--- config.mk ---
export PLATFORM = sky130hd
export DESIGN_NAME = aidc_lite_decomp_zrle
export DESIGN_NICKNAME = d
export VERILOG_FILES = /design/src/rtl/aidc_lite_decomp_zrle.sv
export SDC_FILE = /design/constraint.sdc
export NUM_CORES = 2
export LEC_CHECK = 0
export ABC_AREA = 1
export ABC_CLOCK_PERIOD_IN_PS = 5830
export CELL_PAD_IN_SITES_DETAIL_PLACEMENT = 0
export CELL_PAD_IN_SITES_GLOBAL_PLACEMENT = 1
export CORE_MARGIN = 2
export CORE_UTILIZATION = 35
export DETAILED_ROUTE_END_ITERATION = 8
export PLACE_DENSITY = 0.68
export REMOVE_ABC_BUFFERS = 1
export SLEW_MARGIN = 20
export SYNTH_ARGS = -nofsm -noshare
export SYNTH_HDL_FRONTEND = slang
export SYNTH_SLANG_ARGS = --single-unit
--- constraint.sdc ---
create_clock -name clk -period 5.83 [get_ports clk]
set_input_delay 0.583 -clock clk [delete_from_list [all_inputs] [get_ports clk]]
set_output_delay 0.583 -clock clk [all_outputs]
set_load 0.05 [all_outputs]
--- src/rtl/aidc_lite_decomp_zrle.sv ---
// aidc_lite_decomp_zrle
//   Zero-run-length decompressor for one block of NUM_WORDS 64-bit words.
//   Compressed words enter MSB-first into a 128-bit left-aligned bit buffer.
//   At most one variable-length code is decoded per cycle, and each decoded
//   word is presented one cycle later.
//
// Ports
//   clk, rst_n         clock, asynchronous active-low reset
//   valid_i / ready_o  compressed word handshake
//   sop_i / eop_i      first / last compressed word of a block
//   data_i             compressed word, bit 63 is the earliest stream bit
//   valid_o            decoded word valid (no backpressure)
//   addr_o, data_o     decoded word index and value
//   done_o             pulse with the last decoded word, or with err_o
//   err_o              pulse: block truncated or too many input words
//
// state  | meaning
// IDLE   | waiting for a word with sop_i; other words are dropped
// RUN    | filling the bit buffer and decoding one code per cycle
// FLUSH  | block fully decoded, discarding words until eop_i
module aidc_lite_decomp_zrle #(
  parameter int NUM_WORDS = 8
) (
  input  logic        clk,
  input  logic        rst_n,
  input  logic        valid_i,
  output logic        ready_o,
  input  logic        sop_i,
  input  logic        eop_i,
  input  logic [63:0] data_i,
  output logic        valid_o,
  output logic [2:0]  addr_o,
  output logic [63:0] data_o,
  output logic        done_o,
  output logic        err_o
);

  localparam int CW = $clog2(NUM_WORDS + 1);
  localparam logic [CW-1:0] LAST_IDX = CW'(NUM_WORDS - 1);
  localparam logic [CW-1:0] MAX_IN   = CW'(NUM_WORDS);

  typedef enum logic [1:0] {ST_IDLE, ST_RUN, ST_FLUSH} state_t;

  state_t          state_q, state_d;
  logic [127:0]    buf_q, buf_d;
  logic [7:0]      cnt_q, cnt_d;
  logic [CW-1:0]   dec_cnt_q, dec_cnt_d;
  logic [CW-1:0]   in_cnt_q, in_cnt_d;
  logic            eop_seen_q, eop_seen_d;
  logic            valid_o_q, valid_o_d;
  logic [2:0]      addr_o_q, addr_o_d;
  logic [63:0]     data_o_q, data_o_d;
  logic            done_o_q, done_o_d;
  logic            err_o_q, err_o_d;

  logic [5:0]      pfx;
  logic [15:0]     lane_a, lane_b, lane_c;
  logic [7:0]      hd_size;
  logic [63:0]     hd_word;
  logic            acc;
  logic            dec_ok;
  logic            dec_fire;
  logic            take;
  logic [127:0]    rem_buf;
  logic [7:0]      rem_cnt;

  assign pfx    = buf_q[127:122];
  assign lane_a = buf_q[123:108];
  assign lane_b = buf_q[107:92];
  assign lane_c = buf_q[91:76];

  // Head code size and decoded value. Bits below cnt_q are always zero, so
  // a partially filled prefix reads as if its missing bits were 0.
  always_comb begin
    hd_size = 8'd6;
    hd_word = '0;
    if (pfx[5:4] == 2'b11) begin
      hd_size = 8'd66;
      hd_word = buf_q[125:62];
    end else if (pfx[5]) begin
      hd_size = 8'd52;
      case (pfx[3:2])
        2'b00:   hd_word[47:0] = {lane_a, lane_b, lane_c};
        2'b01:   {hd_word[63:48], hd_word[31:0]} = {lane_a, lane_b, lane_c};
        2'b10:   {hd_word[63:32], hd_word[15:0]} = {lane_a, lane_b, lane_c};
        default: hd_word[63:16] = {lane_a, lane_b, lane_c};
      endcase
    end else if (pfx[4] | pfx[3]) begin
      hd_size = 8'd36;
      case (pfx[4:2])
        3'b010:  hd_word[31:0] = {lane_a, lane_b};
        3'b011:  {hd_word[47:32], hd_word[15:0]} = {lane_a, lane_b};
        3'b100:  {hd_word[63:48], hd_word[15:0]} = {lane_a, lane_b};
        3'b101:  hd_word[47:16] = {lane_a, lane_b};
        3'b110:  {hd_word[63:48], hd_word[31:16]} = {lane_a, lane_b};
        default: hd_word[63:32] = {lane_a, lane_b};
      endcase
    end else if (pfx[2] | pfx[1]) begin
      hd_size = 8'd21;
      case (pfx[2:1])
        2'b01:   hd_word[31:16] = buf_q[122:107];
        2'b10:   hd_word[47:32] = buf_q[122:107];
        default: hd_word[63:48] = buf_q[122:107];
      endcase
    end else if (pfx[0]) begin
      hd_size = 8'd22;
      hd_word[15:0] = buf_q[121:106];
    end
  end

  // Output process: the only combinational output
  always_comb begin
    ready_o = 1'b1;
    if (state_q == ST_RUN) ready_o = (cnt_q <= 8'd64);
  end

  assign acc    = valid_i & ready_o;
  assign dec_ok = (state_q == ST_RUN) && (hd_size <= cnt_q);

  // Next-state and datapath
  always_comb begin
    state_d    = state_q;
    buf_d      = buf_q;
    cnt_d      = cnt_q;
    dec_cnt_d  = dec_cnt_q;
    in_cnt_d   = in_cnt_q;
    eop_seen_d = eop_seen_q;
    valid_o_d  = 1'b0;
    addr_o_d   = '0;
    data_o_d   = '0;
    done_o_d   = 1'b0;
    err_o_d    = 1'b0;
    dec_fire   = 1'b0;
    take       = 1'b0;
    rem_buf    = buf_q;
    rem_cnt    = cnt_q;

    if (acc && sop_i) begin
      // New block, also aborts any block in progress without a pulse
      state_d    = ST_RUN;
      buf_d      = {data_i, 64'b0};
      cnt_d      = 8'd64;
      dec_cnt_d  = '0;
      in_cnt_d   = CW'(1);
      eop_seen_d = eop_i;
    end else begin
      case (state_q)
        ST_FLUSH: begin
          if (acc && eop_i) state_d = ST_IDLE;
        end
        ST_RUN: begin
          dec_fire = dec_ok;
          // Words arriving after eop belong to no block and are ignored
          take     = acc && !eop_seen_q;
          if (dec_fire) begin
            rem_buf   = buf_q << hd_size;
            rem_cnt   = cnt_q - hd_size;
            valid_o_d = 1'b1;
            addr_o_d  = dec_cnt_q[2:0];
            data_o_d  = hd_word;
            dec_cnt_d = dec_cnt_q + CW'(1);
          end
          if (dec_fire && dec_cnt_q == LAST_IDX) begin
            done_o_d = 1'b1;
            buf_d    = '0;
            cnt_d    = '0;
            state_d  = (eop_seen_q || (take && eop_i)) ? ST_IDLE : ST_FLUSH;
          end else if (take && in_cnt_q == MAX_IN) begin
            err_o_d  = 1'b1;
            done_o_d = 1'b1;
            buf_d    = '0;
            cnt_d    = '0;
            state_d  = eop_i ? ST_IDLE : ST_FLUSH;
          end else if (eop_seen_q && !dec_ok) begin
            // Whole block is in the buffer and the head code cannot complete
            err_o_d  = 1'b1;
            done_o_d = 1'b1;
            buf_d    = '0;
            cnt_d    = '0;
            state_d  = ST_IDLE;
          end else begin
            buf_d = rem_buf;
            cnt_d = rem_cnt;
            if (take) begin
              buf_d      = rem_buf | ({data_i, 64'b0} >> rem_cnt);
              cnt_d      = rem_cnt + 8'd64;
              in_cnt_d   = in_cnt_q + CW'(1);
              eop_seen_d = eop_i;
            end
          end
        end
        default: ;
      endcase
    end
  end

  // State register
  always_ff @(posedge clk or negedge rst_n) begin
    if (!rst_n) begin
      state_q    <= ST_IDLE;
      buf_q      <= '0;
      cnt_q      <= '0;
      dec_cnt_q  <= '0;
      in_cnt_q   <= '0;
      eop_seen_q <= 1'b0;
      valid_o_q  <= 1'b0;
      addr_o_q   <= '0;
      data_o_q   <= '0;
      done_o_q   <= 1'b0;
      err_o_q    <= 1'b0;
    end else begin
      state_q    <= state_d;
      buf_q      <= buf_d;
      cnt_q      <= cnt_d;
      dec_cnt_q  <= dec_cnt_d;
      in_cnt_q   <= in_cnt_d;
      eop_seen_q <= eop_seen_d;
      valid_o_q  <= valid_o_d;
      addr_o_q   <= addr_o_d;
      data_o_q   <= data_o_d;
      done_o_q   <= done_o_d;
      err_o_q    <= err_o_d;
    end
  end

  assign valid_o = valid_o_q;
  assign addr_o  = addr_o_q;
  assign data_o  = data_o_q;
  assign done_o  = done_o_q;
  assign err_o   = err_o_q;

endmodule

==> metrics.yaml <==
outcome:
  status: "completed"
cts:
  cts_made_buffers: 29
  postCtsSetupRepairBufs: 0
  hold_buffers: 1
  cts_tree: "built"
  cts_sinks: 217
  cts-resized-gates: 0
  cts_root_buf: "clkbuf_16"
  clkTransAtPathRegs_ns: 0.07
  clock_path_buffers: 3
  htreeDepth: 1
  clk_latency_ns: 0.65
placement:
  placed_cells: 5360
  gp_congestion: 1.03
  hpwlAfterDp_um: 131000
  portBuffers: 139
  postPlaceCellArea_mm2: 0.0276
setup_path:
  crit_buf_inv: 5
  cp-end-kind: "flop"
  required_ns: 6.39
  slowest_stage: "o21ai_4"
  cp_max_fo: 38
  cp.arrival_ns: 5.73
  rrSetupSlack_ns: 0.66
  critPathMostFrequentCell: "nand2_1"
  worst_path_dominant_cell_family: "simple AND/OR/NAND/NOR gates"
  cp-start-kind: "flop"
  critical_path_class: "flop to flop"
  slowest_delay_ns: 0.73
global_routing:
  antenna_found_initial: 3
  gr-usage-all-layers_pct: 44.6
  grt_max_degree: 159
  grt_pass1_vias: 31700
  grt_pass1_wl_um: 240000
  overflow: 0
synth:
  synth.distinct_cells: 54
  yosysTopAreaCell: "dfrtp_1"
  ys_warn_count: 0
  synth.top_cell.area_share_pct: 21.4
  synth.area.top_cells: "dfrtp_1 21%, nand2_1 21%, nand3_1 19%"
  ys_seq_area_share_pct: 21.4
  netlist_area_mm2: 0.0254
  synth-seq-cells: 217
  avgSynthCellArea_um2: 5.60
  postSynthCellCount: 4527
timing:
  fin_crit_ns: 5.17
  max_clock_freq_mhz: 193
  tightest_slew_ns: 1.18
  finalClockSkew_ns: 0.0504
  hold_viol: 0
  min_period_over_period_pct: 88.7
  setup_tns_ns: 0
  rsz0062_at_grt: "no"
  final-max-slew-violation-count: 0
  relSlewSlack_pct: 19.4
  setup_viol: 0
floorplanning:
  fp-row-count: 98
  start_util_pct: 35.4
  fp.dieH_um: 273
  top_level_ports: 140
  dieArea_mm2: 0.0747
  fp.dieW_um: 273
  coreArea_mm2: 0.0716
cells_and_area:
  drive_gt1_share_pct: 5.06
  nets: 4525
  final_cell_area_mm2: 0.0287
  fin_cells: 5416
  area_growth_pct: 13.0
  fillers: 8178
route:
  avgRoutedWirePerCell_um: 31.6
  totalWireLength_um: 171000
  firstDrtPassIters: 8
  initialDrtViolationCount: 6267
  ant_nets: 0
  drc_errors: 0
  routed-via-count: 34700
  viasPerCell: 6.42
hold_path:
  hold_class: "flop to flop"
flow_run:
  cap_violations: 0
[worst paths after layout]
path | end | depth (start not counted) | startpoint
min in group asynchronous | data_o[62] | 2 | rst_n
max | buf_q[58] | 25 | buf_q[123]
max reg2reg | buf_q[58] | 25 | buf_q[123]
min reg2reg | buf_q[20] | 2 | buf_q[20]
max in group asynchronous | buf_q[5] | 3 | rst_n
min | buf_q[20] | 2 | buf_q[20]
[routing by layer]
layer  up-vias  GRT usage, %  share of wire, %
met4         0          24.5               6.6
met3       410          8.66                12
li1      15200             -                 -
met5         -             0                 0
met2      2667          65.0                41
met1     16500          61.4                41
[synth_stat cells (all sizes together)]
| cell type | instances |
|---|---|
| and2 | 6 |
| mux2i | 10 |
| a21o | 3 |
| a311oi | 9 |
| o22ai | 86 |
| a31o | 1 |
| clkinv | 2 |
| nand3b | 3 |
| clkbuf | 186 |
| a41oi | 2 |
| a221oi | 14 |
| nand3 | 973 |
| a31oi | 15 |
| nor2 | 184 |
| nor3b | 1 |
| fa | 1 |
| nand2 | 1429 |
| inv | 327 |
| xnor2 | 3 |
| o32ai | 1 |
| o211ai | 54 |
| o2111ai | 3 |
| o21a | 4 |
| xor2 | 3 |
| a32oi | 1 |
| a22oi | 6 |
| o21bai | 2 |
| o221ai | 50 |
| nor3 | 35 |
| or2 | 11 |
| o21ai | 514 |
| dfrtp | 217 |
| nand4 | 43 |
| ha | 13 |
| a2111oi | 12 |
| a21oi | 103 |
| buf | 186 |
| o311ai | 2 |
| a211oi | 12 |
[registers in the layout, summed over array words and instances (netlist names)]
register,count
state_q,2
buf_q,128
data_o,64
valid_o,1
dec_cnt_q,4
eop_seen_q,1
cnt_q,8
addr_o,3
in_cnt_q,4
done_o,1
err_o,1
[metrics by stage]
step | setup slack, ns | hold slack, ns | util (%)
floorplan | -8.96 | 0.287 | -
detailed placement | 0.882 | 0.467 | 38.6
global placement | 0.874 | 0.465 | 38.6
finish | 0.659 | 0.486 | 40.0
CTS | 0.813 | 0.484 | 40.0
global route | 0.408 | 0.507 | 40.0
[worst reg2reg max path, cell delays in order (launching register included)]
cell,delay [ns]
dfrtp_1,0.45
inv_1,0.23
ha_1,0.22
inv_1,0.09
o21ai_4,0.37
clkinv_2,0.16
ha_1,0.30
nand2_1,0.06
inv_1,0.07
nand2_1,0.05
nand2_1,0.06
nand2_1,0.05
nand2_2,0.14
nand2_8,0.20
o21ai_4,0.73
buf_12,0.30
nand3_1,0.13
nand3_1,0.19
nand3_1,0.21
nand3_1,0.15
nand3_1,0.30
nand3_1,0.27
nand2_1,0.15
nand2_1,0.09
nand2_1,0.06
nand2_1,0.05
[cells in the final DEF (no fill, tap or decap), types with 86 or more instances in the layout]
cell type           n
a21oi_1           103
clkdlybuf4s50_1   138
nand2_1          1419
o21ai_0           483
nand3_1           971
nor2_1            172
inv_1             311
dfrtp_1           217
buf_4              93
o22ai_1            86
[area by class of cell]
cell class	instances	area, µm²	share of cell area (%)
Multi-Input combinational cell	3609	17200	60.1
Sequential cell	217	5430	18.9
Timing Repair Buffer	256	2560	8.95
Inverter	329	1240	4.33
Tap cell	950	1190	4.15
Clock buffer	38	810	2.82
Clock inverter	16	208	0.725
Antenna cell	1	2.50	0.00873
[kinds of logic after synthesis]
kind of cell | synth area share (%)
buffers and inverters | 11.2
DFF | 21.4
muxes | 0.395
AOI/OAI and AO/OA | 20.5
xor gates and xnor gates | 0.237
adders and majority gates | 0.720
and+or+nand+nor | 45.6
Power is left out: the tool's default activity adds up to more than one toggle a clock period on the data nets, which glitch-free logic cannot reach.
